[config.mk]
export PLATFORM = sky130hd
export DESIGN_NAME = load_store_unit_flat
export DESIGN_NICKNAME = d
export VERILOG_FILES = /design/src/rtl/load_store_unit_pkg.sv /design/src/rtl/load_store_unit_if.sv /design/src/rtl/load_store_unit_lane_align.sv /design/src/rtl/load_store_unit.sv /design/src/flat_wrapper.sv
export SDC_FILE = /design/constraint.sdc
export NUM_CORES = 1
export LEC_CHECK = 0
export ABC_AREA = 1
export CORE_MARGIN = 4
export CORE_UTILIZATION = 48
export DETAILED_ROUTE_END_ITERATION = 10
export GPL_TIMING_DRIVEN = 0
export PLACE_DENSITY = 0.81
export SLEW_MARGIN = 20
export SYNTH_ARGS = -nofsm -noshare
export SYNTH_HDL_FRONTEND = slang
export SYNTH_SLANG_ARGS = --single-unit
[constraint.sdc]
create_clock -name clk -period 1.8 [get_ports clk]
set_input_delay 0.36 -clock clk [delete_from_list [all_inputs] [get_ports clk]]
set_output_delay 0.36 -clock clk [all_outputs]
set_load 0.01 [all_outputs]
[src/rtl/load_store_unit_pkg.sv]
// Shared types and helpers for the SDLX MEM-stage load/store unit.
package load_store_unit_pkg;

  // Sequencer states: load, word store and read-modify-write store paths.
  typedef enum logic [2:0] {
    IDLE    = 3'd0,
    RD      = 3'd1,
    RD_DATA = 3'd2,
    WR      = 3'd3,
    RMW_RD  = 3'd4,
    RMW_MRG = 3'd5,
    RMW_WR  = 3'd6
  } state_t;

  // Access size codes carried on req_size.
  localparam logic [1:0] SZ_BYTE = 2'd0;
  localparam logic [1:0] SZ_HALF = 2'd1;
  localparam logic [1:0] SZ_WORD = 2'd2;

  // True when the size code is illegal or the byte address is not
  // naturally aligned for that size.
  function automatic logic is_misaligned(input logic [1:0] size,
                                         input logic [1:0] addr_lo);
    logic bad;
    case (size)
      SZ_BYTE: bad = 1'b0;
      SZ_HALF: bad = addr_lo[0];
      SZ_WORD: bad = (addr_lo != 2'b00);
      default: bad = 1'b1;
    endcase
    return bad;
  endfunction

endpackage

[src/rtl/load_store_unit_if.sv]
// Pipeline-side request/response handshake of the load/store unit.
interface load_store_unit_if;
  logic        req_valid;
  logic        req_ready;
  logic        req_write;
  logic [1:0]  req_size;
  logic        req_signed;
  logic [31:0] req_addr;
  logic [31:0] req_wdata;
  logic        resp_valid;
  logic [31:0] resp_rdata;
  logic        resp_err;

  // Pipeline side: issues requests, consumes responses.
  modport master (
    output req_valid, req_write, req_size, req_signed, req_addr, req_wdata,
    input  req_ready, resp_valid, resp_rdata, resp_err
  );

  // Unit side: accepts requests, produces responses.
  modport slave (
    input  req_valid, req_write, req_size, req_signed, req_addr, req_wdata,
    output req_ready, resp_valid, resp_rdata, resp_err
  );
endinterface

[src/rtl/load_store_unit_lane_align.sv]
// Little-endian lane handling: load extraction with sign/zero extension
// and sub-word merge for read-modify-write stores. Purely combinational.
module lsu_lane_align
  import load_store_unit_pkg::*;
(
  input  logic [31:0] word,
  input  logic [1:0]  addr_lo,
  input  logic [1:0]  size,
  input  logic        is_signed,
  input  logic [31:0] wdata,
  output logic [31:0] load_data,
  output logic [31:0] merged
);

  // Alignment is guaranteed before we get here, so a byte-granular shift
  // also lands halfwords on the right lane.
  logic [4:0]  shamt;
  logic [31:0] shifted;
  logic [31:0] lane_mask;

  assign shamt   = {addr_lo, 3'b000};
  assign shifted = word >> shamt;

  // Extract the addressed lane and extend it to 32 bits.
  always_comb begin
    load_data = word;
    case (size)
      SZ_BYTE: load_data = {{24{is_signed & shifted[7]}}, shifted[7:0]};
      SZ_HALF: load_data = {{16{is_signed & shifted[15]}}, shifted[15:0]};
      default: load_data = word;
    endcase
  end

  // Replace only the addressed lane of the old word with store data.
  always_comb begin
    lane_mask = 32'hFFFF_FFFF;
    case (size)
      SZ_BYTE: lane_mask = 32'h0000_00FF << shamt;
      SZ_HALF: lane_mask = 32'h0000_FFFF << shamt;
      default: lane_mask = 32'hFFFF_FFFF;
    endcase
    merged = (word & ~lane_mask) | ((wdata << shamt) & lane_mask);
  end

endmodule

[src/rtl/load_store_unit.sv]
// MEM-stage load/store unit: accepts pipeline requests, sequences the
// word-addressed DataMemory port and returns a one-cycle response pulse.
module load_store_unit
  import load_store_unit_pkg::*;
#(
  parameter int MEM_WORDS = 256
) (
  input  logic        clk,
  input  logic        reset,
  load_store_unit_if.slave lsu,
  output logic [31:0] mem_addr,
  output logic [31:0] mem_writedata,
  input  logic [31:0] mem_readdata,
  output logic        MemRead,
  output logic        MemWrite
);

  localparam logic [31:0] MEM_LIMIT = MEM_WORDS;

  state_t      state_reg;
  logic [1:0]  addr_lo_reg;
  logic [1:0]  size_reg;
  logic        signed_reg;
  logic [31:0] wdata_reg;
  logic [31:0] mem_addr_reg;
  logic [31:0] mem_writedata_reg;
  logic        resp_valid_reg;
  logic [31:0] resp_rdata_reg;
  logic        resp_err_reg;

  logic        req_err;
  logic [31:0] load_data;
  logic [31:0] merged;

  // Faults are decided entirely from the incoming request.
  assign req_err = is_misaligned(lsu.req_size, lsu.req_addr[1:0]) ||
                   ({2'b00, lsu.req_addr[31:2]} >= MEM_LIMIT);

  lsu_lane_align u_align (
    .word      (mem_readdata),
    .addr_lo   (addr_lo_reg),
    .size      (size_reg),
    .is_signed (signed_reg),
    .wdata     (wdata_reg),
    .load_data (load_data),
    .merged    (merged)
  );

  // Strobes come straight from the state so reset kills them at once.
  assign MemRead  = (state_reg == RD) || (state_reg == RMW_RD);
  assign MemWrite = (state_reg == WR) || (state_reg == RMW_WR);

  assign lsu.req_ready  = (state_reg == IDLE);
  assign lsu.resp_valid = resp_valid_reg;
  assign lsu.resp_rdata = resp_rdata_reg;
  assign lsu.resp_err   = resp_err_reg;
  assign mem_addr       = mem_addr_reg;
  assign mem_writedata  = mem_writedata_reg;

  // Sequencer: request latching, memory port and response registers.
  always_ff @(posedge clk or negedge reset) begin
    if (!reset) begin
      state_reg         <= IDLE;
      addr_lo_reg       <= 2'b00;
      size_reg          <= 2'b00;
      signed_reg        <= 1'b0;
      wdata_reg         <= 32'h0;
      mem_addr_reg      <= 32'h0;
      mem_writedata_reg <= 32'h0;
      resp_valid_reg    <= 1'b0;
      resp_rdata_reg    <= 32'h0;
      resp_err_reg      <= 1'b0;
    end else begin
      // Response is a single-cycle pulse; data reads as zero unless a
      // load completes this cycle.
      resp_valid_reg <= 1'b0;
      resp_err_reg   <= 1'b0;
      resp_rdata_reg <= 32'h0;
      case (state_reg)
        IDLE: begin
          if (lsu.req_valid) begin
            if (req_err) begin
              resp_valid_reg <= 1'b1;
              resp_err_reg   <= 1'b1;
            end else begin
              addr_lo_reg  <= lsu.req_addr[1:0];
              size_reg     <= lsu.req_size;
              signed_reg   <= lsu.req_signed;
              wdata_reg    <= lsu.req_wdata;
              mem_addr_reg <= {2'b00, lsu.req_addr[31:2]};
              if (!lsu.req_write) begin
                state_reg <= RD;
              end else if (lsu.req_size == SZ_WORD) begin
                mem_writedata_reg <= lsu.req_wdata;
                state_reg         <= WR;
              end else begin
                state_reg <= RMW_RD;
              end
            end
          end
        end
        RD: state_reg <= RD_DATA;
        RD_DATA: begin
          resp_valid_reg <= 1'b1;
          resp_rdata_reg <= load_data;
          state_reg      <= IDLE;
        end
        WR: begin
          resp_valid_reg <= 1'b1;
          state_reg      <= IDLE;
        end
        RMW_RD: state_reg <= RMW_MRG;
        RMW_MRG: begin
          mem_writedata_reg <= merged;
          state_reg         <= RMW_WR;
        end
        RMW_WR: begin
          resp_valid_reg <= 1'b1;
          state_reg      <= IDLE;
        end
        default: state_reg <= IDLE;
      endcase
    end
  end

endmodule

[src/flat_wrapper.sv]
// flat-port wrapper written by rule: the top's interface ports become plain ports
module load_store_unit_flat import load_store_unit_pkg::*;
#(
  parameter int MEM_WORDS = 256
)
  (clk, reset, mem_addr, mem_writedata, mem_readdata, MemRead, MemWrite, lsu_req_valid, lsu_req_write, lsu_req_size, lsu_req_signed, lsu_req_addr, lsu_req_wdata, lsu_req_ready, lsu_resp_valid, lsu_resp_rdata, lsu_resp_err);
  load_store_unit_if lsu_i ();
  input  logic clk;
  input  logic reset;
  output logic [31:0] mem_addr;
  output logic [31:0] mem_writedata;
  input  logic [31:0] mem_readdata;
  output logic MemRead;
  output logic MemWrite;
  input wire logic [$bits(lsu_i.req_valid)-1:0] lsu_req_valid;
  input wire logic [$bits(lsu_i.req_write)-1:0] lsu_req_write;
  input wire logic [$bits(lsu_i.req_size)-1:0] lsu_req_size;
  input wire logic [$bits(lsu_i.req_signed)-1:0] lsu_req_signed;
  input wire logic [$bits(lsu_i.req_addr)-1:0] lsu_req_addr;
  input wire logic [$bits(lsu_i.req_wdata)-1:0] lsu_req_wdata;
  output wire logic [$bits(lsu_i.req_ready)-1:0] lsu_req_ready;
  output wire logic [$bits(lsu_i.resp_valid)-1:0] lsu_resp_valid;
  output wire logic [$bits(lsu_i.resp_rdata)-1:0] lsu_resp_rdata;
  output wire logic [$bits(lsu_i.resp_err)-1:0] lsu_resp_err;
  assign lsu_i.req_valid = lsu_req_valid;
  assign lsu_i.req_write = lsu_req_write;
  assign lsu_i.req_size = lsu_req_size;
  assign lsu_i.req_signed = lsu_req_signed;
  assign lsu_i.req_addr = lsu_req_addr;
  assign lsu_i.req_wdata = lsu_req_wdata;
  assign lsu_req_ready = lsu_i.req_ready;
  assign lsu_resp_valid = lsu_i.resp_valid;
  assign lsu_resp_rdata = lsu_i.resp_rdata;
  assign lsu_resp_err = lsu_i.resp_err;
  load_store_unit #(.MEM_WORDS(MEM_WORDS)) u_core (.clk(clk), .reset(reset), .lsu(lsu_i), .mem_addr(mem_addr), .mem_writedata(mem_writedata), .mem_readdata(mem_readdata), .MemRead(MemRead), .MemWrite(MemWrite));
endmodule
==> reports/metrics.cfg <==
[timing]
finalMaxSlewViolations=0
finalSetupViolCount=0
rsz0062_at_grt=yes
fmax_ghz=0.5829
fin_crit_sh_pct=95.30
min_period_ns=1.715
hold_violations=0
tightest_slew_ns=0.5092
fin_skew_ns=0.006718
relSlewSlack_pct=66.05

[critical_path]
cp-start-kind=register
cp_max_fo=2
cp.arrival_ns=1.36
timing.critical_path.buf_inv=1
path_delay_family=buffers and inverters
cp-end-kind=output pin
cp_slowest_cell=clkdlybuf4s50_1
crit_type=reg -> out
r2r-end=u_core.mem_writedata[4]$_DFFE_PN0P_
max_stage_delay_ns=0.57
rrSetupSlack_ns=0.09
critical_path_required_ns=1.44
crit_chain=clkdlybuf4s50_1
worstRegToRegCells=10
r2r-start=u_core.addr_lo_reg[1]$_DFFE_PN0P_

[placement]
gp_congestion=1.001
place_inst=1367
portBuffers=201
placed_area_sq_um=9356
detailed_place_hpwl_mm=18.34

[finish]
final_nets=1315
seqCellArea_sq_um=3406
layout.cells.non_filler=1409
drive_gt1_share_pct=11.10
finalInstanceArea_sq_um=10090
final_cell_mix=nand2_1, clkdlybuf4s50_1, dfrtp_1
layout-area-overhead-vs-synth_pct=42.60
final_common_cell=nand2_1
antennaDiodeCount=0
multi_input_comb_area_sq_um=3115
filler_cell_count=1218

[clocking]
clock_latency_ns=0.43
root_buffer=clkbuf_16
cts_inserted_buffers=17
cts_tree=built
clock_sink_count=136
clk_pin_slew_ns=0.06
htreeDepth=4
clockBufferDepth=2

[detailed_routing]
wl_per_cell_um=16.92
ant_nets=0
top_layer=met4
vias=7381
vias_per_cell=5.238
dr.pass1.iters=5
drtIter0Drc=608
wl_met1_mm=9.580
met3_length_mm=2.182
met2_length_mm=11.40
drt_wl_total_mm=23.85
drc_errors=0

[global_route]
grt_usage_pct=29.25
antenna_found_initial=0
grt_pass1_wl_mm=37.43
grt_max_degree=73
grt.overflow.total=0
grt_pass1_vias=7093

[run]
max_cap_viol_count=0

[floorplan]
dieHeight_um=129.4
dieArea_sq_um=16750
num_io_pins=204
start_util_pct=48.89
row_count=44
die_x_um=129.4
core_sq_um=14480

[synth]
yosys_warnings=0
synth_area_per_cell_sq_um=7.222
netlist_area_sq_um=7078
ys_types=26
ys_ff_latch=136
syn_inst=980
synth_seq_area_share_pct=48.08

[power_and_ir_drop]
powerDensity_nw_per_um2=687.8
p_leak_nw=5.157
ir_worst_vdd_v=0.0006300

[run_status]
status=finished clean

[hold_path]
hold_path.class=in -> async

-- synth_stat cells --
master / count / area, sq um
buf_4: 11 / 82.58
a21oi_1: 14 / 70.07
buf_1: 2 / 7.510
nand2_2: 8 / 50.05
o22ai_1: 8 / 50.05
o21ai_0: 45 / 225.2
nor2_2: 12 / 75.07
o21ai_1: 2 / 10.01
nand3_1: 110 / 550.5
nor2_4: 5 / 56.30
nand3_2: 4 / 40.04
nor2_1: 71 / 266.5
inv_1: 77 / 289.0
buf_6: 3 / 33.78
or2_1: 1 / 6.260
nor3_1: 3 / 15.01
nand4_1: 1 / 6.260
a31oi_1: 8 / 50.05
inv_2: 7 / 26.28
clkbuf_1: 14 / 52.55
buf_2: 22 / 110.1
nand3_4: 1 / 17.52
dfrtp_1: 136 / 3403
nand2_1: 407 / 1528
a211oi_1: 7 / 52.55
conb_1: 1 / 3.750
-- what timing repair did --
item,CTS,global route
buffers inserted,2,7
resized for setup,17,46
endpoints found under the hold margin,64,0
endpoints found under the setup margin,11,101
hold buffers,1,0
pin swaps,1,3
-- final cells by class --
cell class	count	area share (%)
well taps	184	2.281
clock inverters	11	0.9793
repair buffers	212	21.00
inverters	84	3.223
clock buffers	21	4.661
multi-input cells	709	30.87
flip-flops and latches	136	33.74
plain buffers	52	3.248
-- routing by layer --
metal,up-vias,track usage [%]
met4,0,10.88
met2,367,47.80
met1,3429,37.88
li1,3531,-
met5,-,0
met3,54,7.296
-- cell families (layout without fill, tap and decap cells) --
family | after synthesis | count (layout) | share of synthesized area, %
AO/OA/AOI/OAI | 84 | 84 | 6.470
buffers and inverters | 136 | 380 | 8.503
flip-flops | 136 | 136 | 48.08
other | 1 | 2 | 0.05298
AND/OR/NAND/NOR | 623 | 623 | 36.89
-- per-stage QoR --
step	TNS [ns]	setup slack [ns]	power (mW)	utilization, %	hold slack, ns
4_1_cts	0	0.005348	6.976	68.77	0.4613
2_1_floorplan	0	0.2850	3.254	-	0.06441
5_1_grt	-0.02223	-0.01187	7.213	69.71	0.4836
3_3_place_gp	-683.68	-4.846	3.645	64.40	0.4576
6_report	0	0.08452	6.943	69.71	0.4650
3_5_place_dp	-30.00	-0.4179	3.658	64.62	0.3340
-- power by group --
group	leakage, nW	internal, mW	switching (mW)	total [mW]
sequential	1.72	3.07	0.00565	3.08
clock	0.275	2.00	1.33	3.33
combinational	3.16	0.281	0.257	0.538
total	5.16	5.35	1.59	6.94
-- how the worst max path moves through the flow --
| stage | startpoint | end | depth (start not counted) |
|---|---|---|---|
| detailed placement | lsu_req_addr[14] | u_core.wdata_reg[15]$_DFFE_PN0P_ | 10 |
| global placement | reset | u_core.mem_writedata[31]$_DFFE_PN0P_ | 1 |
| floorplan | lsu_req_addr[12] | u_core.signed_reg$_DFFE_PN0P_ | 9 |
| finish | u_core.mem_addr[8]$_DFFE_PN0P_ | mem_addr[8] | 1 |
| global route | lsu_req_addr[12] | u_core.wdata_reg[0]$_DFFE_PN0P_ | 8 |
| CTS | u_core.state_reg[0]$_DFFE_PN0P_ | MemRead | 4 |
(Power assumes the default switching activity.)
